<file path="src/rtl/imu_ctrl.sv">
// imu_ctrl: IMU bring-up and periodic burst-read sequencer.
// The bring-up sequence reads WHO_AM_I and makes two config writes on the single-byte
// SPI master. After that, the block triggers burst reads on the multi-byte master while
// run is high, and unpacks each burst into six signed 16-bit samples.
module imu_ctrl #(
   parameter int unsigned BOOT_CYCLES = 1000,
   parameter int unsigned PERIOD      = 5000,
   parameter logic [7:0]  WHOAMI_ADDR = 8'h0F,
   parameter logic [7:0]  WHOAMI_VAL  = 8'h6C,
   parameter logic [7:0]  CFG1_ADDR   = 8'h10,
   parameter logic [7:0]  CFG1_VAL    = 8'h60,
   parameter logic [7:0]  CFG2_ADDR   = 8'h11,
   parameter logic [7:0]  CFG2_VAL    = 8'h60,
   parameter logic [7:0]  DATA_ADDR   = 8'h22
) (
   input  logic               clk,
   input  logic               reset,
   input  logic               run,
   output logic [7:0]         s_addr,
   output logic [7:0]         s_wdata,
   output logic               s_read,
   output logic               s_enable,
   input  logic [7:0]         s_rdata,
   input  logic               s_done,
   output logic [7:0]         m_addr,
   output logic               m_enable,
   input  logic [95:0]        m_rdata,
   input  logic               m_done,
   output logic               bus_sel,
   output logic signed [15:0] gx,
   output logic signed [15:0] gy,
   output logic signed [15:0] gz,
   output logic signed [15:0] ax,
   output logic signed [15:0] ay,
   output logic signed [15:0] az,
   output logic               sample_valid,
   output logic               ready,
   output logic               id_err
);

   localparam int BOOT_W = (BOOT_CYCLES > 1) ? $clog2(BOOT_CYCLES) : 1;
   localparam int PER_W  = (PERIOD > 1) ? $clog2(PERIOD) : 1;
   localparam logic [BOOT_W-1:0] BOOT_LAST = BOOT_W'(BOOT_CYCLES - 1);
   localparam logic [PER_W-1:0]  PER_LAST  = PER_W'(PERIOD - 1);

   typedef enum logic [3:0] {
      BOOT, ID_REQ, ID_WAIT, CFG1_REQ, CFG1_WAIT, CFG2_REQ, CFG2_WAIT,
      IDLE, BURST_REQ, BURST_WAIT, ERROR
   } state_t;

   state_t              state_q, state_d;
   logic [BOOT_W-1:0]   boot_cnt_q, boot_cnt_d;
   logic [PER_W-1:0]    per_cnt_q, per_cnt_d;
   logic                first_q, first_d;
   logic                capture;
   logic                valid_q;
   logic signed [15:0]  gx_q, gy_q, gz_q, ax_q, ay_q, az_q;

   // Little-endian 16-bit sample k of the burst: bytes 2k (low) and 2k+1 (high).
   function automatic logic signed [15:0] sample16(input logic [95:0] d, input int k);
      return $signed(d[16*k +: 16]);
   endfunction

   // Control state, boot counter, period counter and first-burst flag.
   always_ff @(posedge clk or negedge reset) begin
      if (!reset) begin
         state_q    <= BOOT;
         boot_cnt_q <= '0;
         per_cnt_q  <= '0;
         first_q    <= 1'b1;
      end else begin
         state_q    <= state_d;
         boot_cnt_q <= boot_cnt_d;
         per_cnt_q  <= per_cnt_d;
         first_q    <= first_d;
      end
   end

   // Next-state logic. The period counter saturates at PERIOD-1, so a slow burst
   // starts the next one right after its m_done instead of overlapping it.
   always_comb begin
      state_d    = state_q;
      boot_cnt_d = boot_cnt_q;
      per_cnt_d  = per_cnt_q;
      first_d    = first_q;
      case (state_q)
         BOOT: begin
            if (boot_cnt_q == BOOT_LAST) state_d = ID_REQ;
            else boot_cnt_d = boot_cnt_q + BOOT_W'(1);
         end
         ID_REQ:    state_d = ID_WAIT;
         ID_WAIT: begin
            if (s_done) state_d = (s_rdata == WHOAMI_VAL) ? CFG1_REQ : ERROR;
         end
         CFG1_REQ:  state_d = CFG1_WAIT;
         CFG1_WAIT: if (s_done) state_d = CFG2_REQ;
         CFG2_REQ:  state_d = CFG2_WAIT;
         CFG2_WAIT: if (s_done) state_d = IDLE;
         IDLE: begin
            if (run && (first_q || per_cnt_q == PER_LAST)) state_d = BURST_REQ;
         end
         BURST_REQ: state_d = BURST_WAIT;
         BURST_WAIT: begin
            if (m_done) state_d = (run && per_cnt_q == PER_LAST) ? BURST_REQ : IDLE;
         end
         ERROR:     state_d = ERROR;
         default:   state_d = BOOT;
      endcase

      // first_q re-arms while run is low so a rising run triggers a burst at once.
      if (!run) begin
         per_cnt_d = '0;
         first_d   = 1'b1;
      end else if (state_d == BURST_REQ) begin
         per_cnt_d = '0;
         first_d   = 1'b0;
      end else if ((state_q == IDLE || state_q == BURST_REQ || state_q == BURST_WAIT) &&
                   per_cnt_q != PER_LAST) begin
         per_cnt_d = per_cnt_q + PER_W'(1);
      end
   end

   // Outputs decoded from state. The REQ and WAIT states share the address and data
   // values, so they stay stable until the done strobe.
   always_comb begin
      s_addr   = 8'h00;
      s_wdata  = 8'h00;
      s_read   = 1'b0;
      s_enable = 1'b0;
      m_enable = 1'b0;
      bus_sel  = 1'b0;
      ready    = 1'b0;
      id_err   = 1'b0;
      case (state_q)
         ID_REQ, ID_WAIT: begin
            s_addr   = WHOAMI_ADDR;
            s_read   = 1'b1;
            s_enable = (state_q == ID_REQ);
         end
         CFG1_REQ, CFG1_WAIT: begin
            s_addr   = CFG1_ADDR;
            s_wdata  = CFG1_VAL;
            s_enable = (state_q == CFG1_REQ);
         end
         CFG2_REQ, CFG2_WAIT: begin
            s_addr   = CFG2_ADDR;
            s_wdata  = CFG2_VAL;
            s_enable = (state_q == CFG2_REQ);
         end
         IDLE, BURST_REQ, BURST_WAIT: begin
            bus_sel  = 1'b1;
            ready    = 1'b1;
            m_enable = (state_q == BURST_REQ);
         end
         ERROR:   id_err = 1'b1;
         default: ;
      endcase
   end

   assign capture = (state_q == BURST_WAIT) && m_done;

   // Samples are captured only on the m_done cycle, because the burst master clears
   // its rdata afterwards. The valid pulse follows one cycle later with the new data.
   always_ff @(posedge clk or negedge reset) begin
      if (!reset) begin
         valid_q <= 1'b0;
         gx_q    <= '0;
         gy_q    <= '0;
         gz_q    <= '0;
         ax_q    <= '0;
         ay_q    <= '0;
         az_q    <= '0;
      end else begin
         valid_q <= capture;
         if (capture) begin
            gx_q <= sample16(m_rdata, 0);
            gy_q <= sample16(m_rdata, 1);
            gz_q <= sample16(m_rdata, 2);
            ax_q <= sample16(m_rdata, 3);
            ay_q <= sample16(m_rdata, 4);
            az_q <= sample16(m_rdata, 5);
         end
      end
   end

   assign m_addr       = DATA_ADDR;
   assign sample_valid = valid_q;
   assign gx           = gx_q;
   assign gy           = gy_q;
   assign gz           = gz_q;
   assign ax           = ax_q;
   assign ay           = ay_q;
   assign az           = az_q;

endmodule
</file>
<file path="config.mk">
export PLATFORM = sky130hd
export DESIGN_NAME = imu_ctrl
export DESIGN_NICKNAME = d
export VERILOG_FILES = /design/src/rtl/imu_ctrl.sv
export SDC_FILE = /design/constraint.sdc
export NUM_CORES = 1
export LEC_CHECK = 0
export CAP_MARGIN = 20
export CORE_ASPECT_RATIO = 0.9
export CORE_UTILIZATION = 38
export CTS_BUF_LIST = sky130_fd_sc_hd__clkbuf_4 sky130_fd_sc_hd__clkbuf_8
export DETAILED_ROUTE_END_ITERATION = 10
export PLACE_DENSITY = 0.73
export SLEW_MARGIN = 20
export SYNTH_ARGS = -nofsm -noshare
export SYNTH_HDL_FRONTEND = slang
export SYNTH_SLANG_ARGS = --single-unit
</file>
<file path="constraint.sdc">
create_clock -name clk -period 2.9 [get_ports clk]
set_input_delay 0.58 -clock clk [delete_from_list [all_inputs] [get_ports clk]]
set_output_delay 0.58 -clock clk [all_outputs]
set_load 0.1 [all_outputs]
</file>
Yosys cells after proc, flatten, opt, wreduce, memory -nomap -nowiden
Cells that the tools add are included.

Bitwise operators: 1. Equal/unequal tests: 17. Muxes and demuxes: 21. $add $sub $neg: 2. Reductions and logical operators: 14.

Operators with widths (count): $pmux 4 s11 (1); $mux 13 (3); $mux 4 (8); $eq 4x3->1 const B (4); $eq 4x4->1 const B (4); $pmux 5 s3 (1); $add 13x1->13 const B (1); $eq 13x13->1 const B (1); $ne 13x13->1 const B (1); $add 10x1->10 const B (1); $eq 10x10->1 const B (1); $eq 4x2->1 const B (2); $eq 8x7->1 const B (1); $mux 7 (1); $mux 1 (6); $reduce_or 2->1 (3); $eq 4x1->1 const B (1); $logic_and 1x1->1 (4); $logic_not 4->1 (1); $reduce_or 4->1 (1); $logic_or 1x1->1 (3); $ne 3x1->1 const B (1); $pmux 1 s3 (1); $reduce_or 3->1 (1); other kinds (3) (3).

Bits in registers: 125. Input port bits: 109. Output and inout bits: 127.

Longest topological paths before layout
Depth after elaboration: 8. Mapped depth: 7. Gate-level depth less buffers: 6.

Worst setup path before layout
OpenSTA, ideal clock, no wires.

Kind: register to output. From: reg state_q[0]. To: out s_enable. Cell stages (with the launch flop): 4. Arrival: 3041 ps. Setup slack: -721 ps. Buffers on the path: 1. Cell sequence: dfrtp_1 clkbuf_1 inv_1 a211oi_1.

Word-level cells in the longest chain between the ends: 3.

Ends and longest elaborated chain: start: declaration (RTL line 51) `state_t state_q, state_d;`; start signal: assignment (RTL line 72) `state_q <= state_d;`; $eq 4x3->1, or another cell as far along (RTL line 134, 148); $reduce_or 2->1 (RTL line 134) `case (state_q)`; $pmux 1 s3 (*) (RTL line 134); end: declaration (RTL line 22) `output logic s_enable,`.

Every way passes the cells marked *; elsewhere a longest branch is shown, timed or not.

Worst setup path after layout
From: reg state_q[1]. To: out ready.

Word-level cells in the longest chain between the ends: 3.

Ends and longest elaborated chain: $eq 4x3->1 / $eq 4x4->1 (equally long branches) (RTL line 134); $reduce_or 3->1 (*) (RTL line 134); $mux 1 (*) (RTL line 134); end: declaration (RTL line 37) `output logic ready,`.

Marks and branches as above.

==> run summary <==
Initial antenna violation count: 0
Die height: 115 um
Most used DFF post-synth: dfrtp_1
Setup bufs post-CTS: 0
Worst reg2reg startpoint: state_q[1]
# diodes: 0
Synth top area share: 0.577
P per Cell Area: 1140 nW/um2
R2R Setup Slk: 540 ps
CP top delay family: simple AND/OR/NAND/NOR gates
Worst endpoint required time: 2320 ps
Leakage power: 3.82 nW
Critical path arrival: 2110 ps
H-tree depth: 4
# IOs: 236
Slew Limit Headroom: 0.614
TritonRoute pass-1 iters: 4
Starting density of the core: 0.396
Die Footprint: 14600 um2
Levels on crit path: 4
Vias in the first global route: 3822
Post-Route Setup TNS: 0 ps
Clock transition at path regs: 70 ps
FMAX: 0.372 GHz
WHS: 91.6 ps
Fin crit share: 0.926
Final Critical Period: 2690 ps
Filler-free cell count of the finished design: 821
Min-delay worst type: input pin to asynchronous set/reset pin
Synth Area per Inst: 13.4 um2
Post-Route WL: 12700 um
R2R depth: 4
# DRC: 0
GR Util All Layers: 0.175
Flop and latch count out of synthesis: 125
Slowest cell on crit path: dfrtp_1
Initial DRC count: 186
Synth top cells by count: 124 x dfrtp_1, 97 x mux2_2, 25 x buf_4
RSZ-0062 raised after global routing: false
R2R Path End: ay[9]
Resized cells post-CTS: 0
Crit-path cells: nor3b_2 -> nor2_1 -> inv_1 -> buf_12
Clock root buffer: clkbuf_8
HPWL Detailed: 9350 um
CP max FO: 16
Die width: 127 um
Synth cell types: 47
FFs w/ async S/R, synth: 1.00
Count leader, synth: dfrtp_1
Synth warnings: 0
Multi-input gate area: 2040 um2
Synth Cell Area: 5380 um2
Largest net degree at the start of global routing: 80
Final GP Congestion: 0.811
CTS hold repair buffers: 0
Bufs on Longest Clock Path: 2
Startpoint Class: flop
Post-Route Skew: 7.31 ps
Endpoint class of the critical path: output port
Grt total ovfl: 0
Cells after synthesis: 401
Crit path from: state_q[1]
DP Cell Count: 789
Worst-Skew Late Latency: 430 ps
Layout cell share with drive strength beyond 1: 0.405
Area leader, netlist: dfrtp_1
Worst Setup EP: ready
Worst VDD drop: 1.38 mV
Status: complete, no violations
FP Rows: 40
Wire length per cell: 15.5 um
Max-Cap Viols: 0
Register area share after synthesis: 0.582
Final Max Slew Viols: 0
Worst-Margin Slew: 574 ps
WP buf/inv: 2
Top cells by area, synth: dfrtp_1 58%, mux2_2 20%, buf_4 3.5%, xnor2_1 2.6%, nand2_1 1.0%
First-pass GRT wire length: 19400 um
Setup CP Type: flop to output port
Core area: 13600 um2
ANT nets after route: 0
Final Hold Viols: 0
Register area: 3130 um2
Final setup viols: 0
CTS buffer count: 17
Synthesis-to-finish area growth: 46.6%
CTS tree: built
Post-synth EDFFs: 0
Vias/cell: 4.74
Final nets: 730
Clock Sink Count: 125
Port bufs: 218
Fill count: 1130
Max stage delay on crit path: 560 ps
DR vias: 3891
routing by layer:
| layer | vias to the layer above | share of wire | track usage |
|---|---|---|---|
| met3 | 17 | 0.082 | 0.0633 |
| met1 | 1878 | 0.41 | 0.210 |
| met2 | 172 | 0.49 | 0.288 |
| met5 | - | 0 | 0 |
| li1 | 1824 | - | - |
| met4 | 0 | 0.013 | 0.0690 |
where the power goes:
group	leakage, nW	total (mW)	internal (mW)	switching (mW)
logic	1.91	4.97	1.11	3.85
clock network	0.217	1.59	0.935	0.660
registers	1.69	2.41	2.13	0.274
worst min path at each step:
stage / from / end / slack, ps / depth (start not counted)
after detailed placement: boot_cnt_q[8] / boot_cnt_q[8] / 470 / 1
after floorplan: reset / ax[0] / 280 / 0
final: reset / ax[3] / 90 / 1
after global placement: boot_cnt_q[9] / boot_cnt_q[9] / 460 / 1
after global routing: reset / ay[15] / 90 / 1
after CTS: reset / ay[15] / 70 / 1
state kept, by name, summed over array words and instances, names as in the netlist:
signal        cells
per_cnt_q        13
ax               16
az               16
gz               16
state_q           4
gx               16
gy               16
ay               16
first_q           1
boot_cnt_q       10
sample_valid      1
metrics by stage:
step	cell area, um2	util	total power, mW	worst slack, ps
floorplan	5440	-	6.35	97.0
CTS	7880	0.581	9.05	185
global placement	7450	0.549	7.37	575
global route	7880	0.581	9.29	85.2
finish	7880	0.581	8.97	215
detailed placement	7450	0.549	7.43	520
area by class of cell:
class                      instances  area share
tap                              189      0.0300
inverter                           6     0.00286
clock inverter                    11      0.0176
multi-input combinational        245       0.259
sequential                       125       0.397
timing repair buffer             224       0.257
clock buffer                      21      0.0367
placed cells by master (no fill, tap or decap), types with 7 or more instances in the layout:
master           instances
dfrtp_1                124
buf_4                  111
clkdlybuf4s50_1        107
mux2_2                  97
clkbuf_8                21
conb_1                  17
xnor2_1                 16
nand2_1                 15
nor2_1                  13
nor3_1                   7
cells by family after synthesis:
family / synth area share
other cells: 0.00140
flops: 0.582
fa+ha+maj: 0.00465
simple gates: 0.0833
xor+xnor: 0.0358
buf+inv: 0.0521
mux: 0.205
compound gates: 0.0354
No activity file was read; power rests on OpenSTA's default activity.
